**src/rtl/serial_operand_loader_if.sv**
```systemverilog
// Handshake/bus bundle for serial_operand_loader.
//   enable    : bit-strobe; shifting and counting happen only on enabled cycles
//   ser_in    : one serial bit per lane, MSB first
//   start     : frame start; the accepted start cycle carries the MSB
//   out_ready : consumer accepts the presented operands
//   out_valid : operands hold a complete frame
//   operands  : lane i at [i*WIDTH +: WIDTH]
//   busy      : frame in progress
//   overrun   : sticky flag, a start was dropped
// The master modport is the stimulus/consumer side, the slave modport is the loader.
interface serial_operand_loader_if #(
  parameter int unsigned WIDTH = 6,
  parameter int unsigned LANES = 3
);
  logic                   enable;
  logic [LANES-1:0]       ser_in;
  logic                   start;
  logic                   out_ready;
  logic                   out_valid;
  logic [LANES*WIDTH-1:0] operands;
  logic                   busy;
  logic                   overrun;

  modport master (
    output enable,
    output ser_in,
    output start,
    output out_ready,
    input  out_valid,
    input  operands,
    input  busy,
    input  overrun
  );

  modport slave (
    input  enable,
    input  ser_in,
    input  start,
    input  out_ready,
    output out_valid,
    output operands,
    output busy,
    output overrun
  );
endinterface

```
**src/rtl/serial_operand_loader.sv**
```systemverilog
// serial_operand_loader
//   Deserialises LANES one-bit serial streams (MSB first) into WIDTH-bit operands and
//   presents the complete frame with a valid/ready handshake. The assembled frame is held
//   stable until it is consumed, so downstream arithmetic only ever sees whole operands.
// Ports
//   clk    : clock, all logic on the rising edge
//   reset  : synchronous, active-high; overrides every other input
//   bus_io : serial_operand_loader_if slave modport (enable, ser_in, start, out_ready in;
//            out_valid, operands, busy, overrun out)
module serial_operand_loader #(
  parameter int unsigned WIDTH = 6,
  parameter int unsigned LANES = 3
) (
  input  logic                    clk,
  input  logic                    reset,
  serial_operand_loader_if.slave  bus_io
);

  localparam int unsigned CntW = $clog2(WIDTH + 1);

  typedef enum logic [1:0] {
    StIdle,
    StShift,
    StHold
  } state_e;

  state_e                          state_q, state_d;
  logic [CntW-1:0]                 cnt_q, cnt_d;
  logic [LANES-1:0][WIDTH-1:0]     shadow_q, shadow_d;
  logic [LANES-1:0][WIDTH-1:0]     shadow_shifted;
  logic [LANES*WIDTH-1:0]          operands_q, operands_d;
  logic                            out_valid_q, out_valid_d;
  logic                            overrun_q, overrun_d;

  // Every lane shifts in its serial bit at the LSB; after WIDTH shifts the first
  // (MSB) bit has reached the top and all bits of any earlier frame are gone.
  always_comb begin
    shadow_shifted = '0;
    for (int unsigned i = 0; i < LANES; i++) begin
      shadow_shifted[i] = {shadow_q[i][WIDTH-2:0], bus_io.ser_in[i]};
    end
  end

  always_comb begin
    state_d     = state_q;
    cnt_d       = cnt_q;
    shadow_d    = shadow_q;
    operands_d  = operands_q;
    out_valid_d = out_valid_q;
    overrun_d   = overrun_q;

    unique case (state_q)
      StIdle: begin
        // A start without a bit strobe is simply not taken; it is not an overrun.
        if (bus_io.start && bus_io.enable) begin
          shadow_d = shadow_shifted;
          cnt_d    = CntW'(1);
          state_d  = StShift;
        end
      end

      StShift: begin
        if (bus_io.start) begin
          overrun_d = 1'b1;
        end
        if (bus_io.enable) begin
          shadow_d = shadow_shifted;
          if (cnt_q == CntW'(WIDTH - 1)) begin
            // This enabled cycle carries the last bit: publish the whole frame at once.
            operands_d  = shadow_shifted;
            out_valid_d = 1'b1;
            cnt_d       = '0;
            state_d     = StHold;
          end else begin
            cnt_d = cnt_q + CntW'(1);
          end
        end
      end

      StHold: begin
        if (bus_io.out_ready) begin
          out_valid_d = 1'b0;
          if (bus_io.start && bus_io.enable) begin
            // Consume and restart in the same cycle, no bubble for back-to-back frames.
            shadow_d = shadow_shifted;
            cnt_d    = CntW'(1);
            state_d  = StShift;
          end else begin
            state_d = StIdle;
          end
        end else if (bus_io.start) begin
          overrun_d = 1'b1;
        end
      end

      default: begin
        state_d = StIdle;
      end
    endcase
  end

  always_ff @(posedge clk) begin
    if (reset) begin
      state_q     <= StIdle;
      cnt_q       <= '0;
      shadow_q    <= '0;
      operands_q  <= '0;
      out_valid_q <= 1'b0;
      overrun_q   <= 1'b0;
    end else begin
      state_q     <= state_d;
      cnt_q       <= cnt_d;
      shadow_q    <= shadow_d;
      operands_q  <= operands_d;
      out_valid_q <= out_valid_d;
      overrun_q   <= overrun_d;
    end
  end

  assign bus_io.out_valid = out_valid_q;
  assign bus_io.operands  = operands_q;
  assign bus_io.busy      = (state_q == StShift);
  assign bus_io.overrun   = overrun_q;

endmodule

```
**src/flat_wrapper.sv**
```systemverilog
// flat-port wrapper written by rule: the top's interface ports become plain ports
module serial_operand_loader_flat 
#(
  parameter int unsigned WIDTH = 6,
  parameter int unsigned LANES = 3
)
  (clk, reset, bus_io_enable, bus_io_ser_in, bus_io_start, bus_io_out_ready, bus_io_out_valid, bus_io_operands, bus_io_busy, bus_io_overrun);
  serial_operand_loader_if #(.WIDTH(WIDTH), .LANES(LANES)) bus_io_i ();
  input  logic clk;
  input  logic reset;
  input wire logic [$bits(bus_io_i.enable)-1:0] bus_io_enable;
  input wire logic [$bits(bus_io_i.ser_in)-1:0] bus_io_ser_in;
  input wire logic [$bits(bus_io_i.start)-1:0] bus_io_start;
  input wire logic [$bits(bus_io_i.out_ready)-1:0] bus_io_out_ready;
  output wire logic [$bits(bus_io_i.out_valid)-1:0] bus_io_out_valid;
  output wire logic [$bits(bus_io_i.operands)-1:0] bus_io_operands;
  output wire logic [$bits(bus_io_i.busy)-1:0] bus_io_busy;
  output wire logic [$bits(bus_io_i.overrun)-1:0] bus_io_overrun;
  assign bus_io_i.enable = bus_io_enable;
  assign bus_io_i.ser_in = bus_io_ser_in;
  assign bus_io_i.start = bus_io_start;
  assign bus_io_i.out_ready = bus_io_out_ready;
  assign bus_io_out_valid = bus_io_i.out_valid;
  assign bus_io_operands = bus_io_i.operands;
  assign bus_io_busy = bus_io_i.busy;
  assign bus_io_overrun = bus_io_i.overrun;
  serial_operand_loader #(.WIDTH(WIDTH), .LANES(LANES)) u_core (.clk(clk), .reset(reset), .bus_io(bus_io_i));
endmodule
```
**config.mk**
```make
export PLATFORM = sky130hd
export DESIGN_NAME = serial_operand_loader_flat
export DESIGN_NICKNAME = d
export VERILOG_FILES = /design/src/rtl/serial_operand_loader_if.sv /design/src/rtl/serial_operand_loader.sv /design/src/flat_wrapper.sv
export SDC_FILE = /design/constraint.sdc
export NUM_CORES = 1
export LEC_CHECK = 0
export BUFFER_PORTS_ARGS = -buffer_cell sky130_fd_sc_hd__buf_2
export CORE_ASPECT_RATIO = 1.25
export CORE_MARGIN = 5
export CORE_UTILIZATION = 45
export CTS_CLUSTER_SIZE = 16
export DETAILED_ROUTE_END_ITERATION = 7
export GPL_TIMING_DRIVEN = 0
export PLACE_DENSITY = 0.8
export SYNTH_ARGS = -nofsm -noshare
export SYNTH_HDL_FRONTEND = slang
export SYNTH_SLANG_ARGS = --single-unit
```
**constraint.sdc**
```tcl
create_clock -name clk -period 1.25 [get_ports clk]
set_clock_uncertainty 0.05 [all_clocks]
set_input_delay 0.25 -clock clk [delete_from_list [all_inputs] [get_ports clk]]
set_output_delay 0.25 -clock clk [all_outputs]
set_load 0.005 [all_outputs]
```
==> flow_summary_export.csv <==
group,metric,value,unit
outcome,outcome,"complete, but fails checks",
outcome,violations,"setup timing",
critical_path,reg2reg_to,"u_core.bus_io.operands[13]",
global_routing,grt_max_degree,13,
logic_synthesis,synthTopCellsByCount,"40 x dfxtp_1, 38 x nand2_1, 33 x mux2i_1, 6 x clkbuf_1, 6 x nor3b_1",
timing,setup_ws,-0.2202,ns
die,die_w,62.77,um
die,core_area,3423,um2
placed_design,dpl.hpwl,2.082,mm
drt,drc_errors,0,
critical_path,critPathSlowestCell,"dfxtp_2",
global_routing,grt_pass1_vias,1265,
critical_path,path_depth,5,
critical_path,reg2reg_slack,-0.22,ns
min_path,hp-start,"bus_io_ser_in[0]",
critical_path,crit_arrival,1.64,ns
timing,setup_viol,26,
drt,vias_per_cell,5.108,
timing,period_share,1.176,
logic_synthesis,async_flop_share,0,
global_routing,overflow,0,
placed_design,io_buffers,27,
logic_synthesis,synthDominantCellAreaShare,0.5112,
pwr,powerDensity,1150,nW/um2
timing,maxSlewViolCount,0,
global_routing,grt_pass1_wl,5.782,mm
critical_path,cp-start-kind,"register",
clocking,clock_path_buffers,2,
pwr,p_leak,0.0009274,uW
drt,wire_per_inst,14.47,um
logic_synthesis,synth.distinct_cells,26,
logic_synthesis,ys_warn_count,0,
flow_run,maxCapViolCount,0,
clocking,cts_tree,"done",
placed_design,gp_congestion,0.7701,
min_path,hp-class,"in -> reg",
global_routing,groute.usage.overall,0.1502,
critical_path,endpoint,"u_core.bus_io.operands[13]",
clocking,h-tree-depth,2,
clocking,root_buffer,"clkbuf_8",
clocking,insertion_delay,0.29,ns
clocking,clk_pin_slew,0.07,ns
drt,routed_wl,3.473,mm
cells_and_area,n_antenna_cell,0,
drt,dr.first_iter.drc_count,71,
critical_path,worstRegToRegCells,5,
logic_synthesis,synth_nets,163,
global_routing,antenna_found_initial,0,
die,std_cell_rows,24,
timing,period_needed,1.470,ns
logic_synthesis,syn_area_per_cell,10.11,um2
logic_synthesis,syn-cell-area,1567,um2
critical_path,crit_type,"reg -> reg",
clocking,cts-hold-fix-buffers,0,
placed_design,pre_cts_ws,-0.2502,ns
critical_path,path_cells,"nand4b_1 > buf_4 > nor3b_4 > buf_6 > mux2i_2",
logic_synthesis,synth-edff-count,0,
cells_and_area,nets,208,
timing,rsz0062_at_grt,"true",
logic_synthesis,yosys.area.top_type,"dfxtp_1",
critical_path,crit_buf_inv,2,
timing,worst_pin_slew,0.4608,ns
logic_synthesis,ys_seq_area_frac,0.5112,
cells_and_area,regArea,810.8,um2
critical_path,cp_slowest_stage_delay,0.34,ns
drt,ant_nets,0,
critical_path,crit_path_start,"u_core.cnt_q[1]",
clocking,cts_buffers,5,
die,start_util,0.4576,
pwr,vdd.ir_drop.worst,909.7,uV
logic_synthesis,synthCells,155,
critical_path,crit_path_max_fanout,5,
die,dieArea,4768,um2
critical_path,reg2reg_from,"u_core.cnt_q[1]",
clocking,cts_sinks,40,
cells_and_area,syn_to_final_growth,30.11,%
cells_and_area,post-route-util,0.5954,
critical_path,cp.required,1.42,ns
logic_synthesis,synth.most_common_cell,"dfxtp_1",
die,io_pins,29,
cells_and_area,nFillCells,310,
cells_and_area,multi_input_area,734.5,um2
critical_path,end_kind,"register",
die,die_h,75.97,um
timing,max_freq,0.6802,GHz
logic_synthesis,yosys_register_bits,40,
critical_path,crit_family,"simple AND/OR/NAND/NOR gates",
logic_synthesis,synth_top_cells_by_area,"dfxtp_1 51%, mux2i_1 21%, nand2_1 9.1%",
cells_and_area,drive_gt1_frac,0.3333,
timing,hold_violations,0,
drt,first_pass_iters,4,
logic_synthesis,synth_flop_cell,"dfxtp_1",
timing,slew_headroom,0.6928,
drt,vias,1226,
-- metrics by stage --
| step | TNS [ns] | hold slack (ns) | total power, uW | instances | cell area, um2 |
|---|---|---|---|---|---|
| 6_report | -3.585 | 0.1766 | 2345 | 240 | 2038 |
| 5_1_grt | -4.914 | 0.1870 | 2454 | 240 | 2038 |
| 4_1_cts | -2.994 | 0.1695 | 2362 | 237 | 1998 |
| 3_5_place_dp | -6.490 | 0.3842 | 1465 | 221 | 1763 |
| 3_3_place_gp | -5.299 | 0.3824 | 1463 | 221 | 1763 |
| 2_1_floorplan | -1.049 | 0.3611 | 1425 | 155 | 1579 |
-- worst min-delay path by stage --
stage,to,slack (ns),cells past startpoint
final,u_core.shadow_q[0],0.18,3
after global routing,u_core.shadow_q[0],0.19,3
after floorplan,u_core.bus_io.overrun,0.36,2
after detailed placement,u_core.bus_io.overrun,0.38,2
after CTS,u_core.bus_io.operands[6],0.17,3
after global placement,u_core.bus_io.overrun,0.38,2
-- metal layers --
| metal | GRT usage | part of all wire |
|---|---|---|
| met4 | 0.06794 | 0.023 |
| met3 | 0.03994 | 0.044 |
| met2 | 0.2552 | 0.51 |
| met5 | 0 | 0 |
| met1 | 0.1736 | 0.43 |
-- power breakdown --
part	total [uW]	leakage [uW]	switching [uW]	internal, uW
sequential	1300	0.000326	10.6	1290
clock	875	0.0000510	435	440
combinational	171	0.000551	88.1	82.9
total	2340	0.000927	534	1810
-- logic make-up after synthesis --
| family | synth area share |
|---|---|
| flops | 0.5112 |
| simple gates | 0.1741 |
| mux | 0.2109 |
| compound gates | 0.05512 |
| buf+inv | 0.04871 |
-- layout make-up --
type,count,share of cell area
sequential,40,0.3978
timing repair buffer,40,0.1320
multi-input combinational,101,0.3603
clock inverter,2,0.004911
buffer,8,0.03315
inverter,4,0.007366
clock buffer,6,0.04052
tap,39,0.02394
-- worst register-to-register path: stages, from the launching register on --
cell	delay [ns]
dfxtp_2	0.34
nand4b_1	0.19
buf_4	0.17
nor3b_4	0.25
buf_6	0.18
mux2i_2	0.21
-- timing repair --
action,4_1_cts,5_1_grt
buffers inserted,7,4
cloned,3,0
pin swaps,5,2
setup endpoints to repair,36,36
gates resized for setup,16,15
hold endpoints to repair,0,0
-- flip-flops by register name, summed over array words and instances, names as in the netlist --
register,flops
u_core.state_q,2
u_core.cnt_q,3
u_core.shadow_q,15
u_core.bus_io.operands,18
u_core.bus_io.out_valid,1
u_core.bus_io.overrun,1
-- layout by cell type (no fill, tap or decap), drive strengths merged --
cell type and n:
buf 43, o2111ai 2, o21a 3, or3b 1, nor2 1, and2 1
clkinv 2, a21oi 5, o31ai 1, clkbuf 11, nand2b 2, nand2 38
mux2i 33, nand3b 1, and4b 1, dfxtp 40, inv 4, nor3b 6
nor2b 2, nor3 1, o21ai 2, nand4b 1
Note: power is estimated with default switching activity, not from simulation.
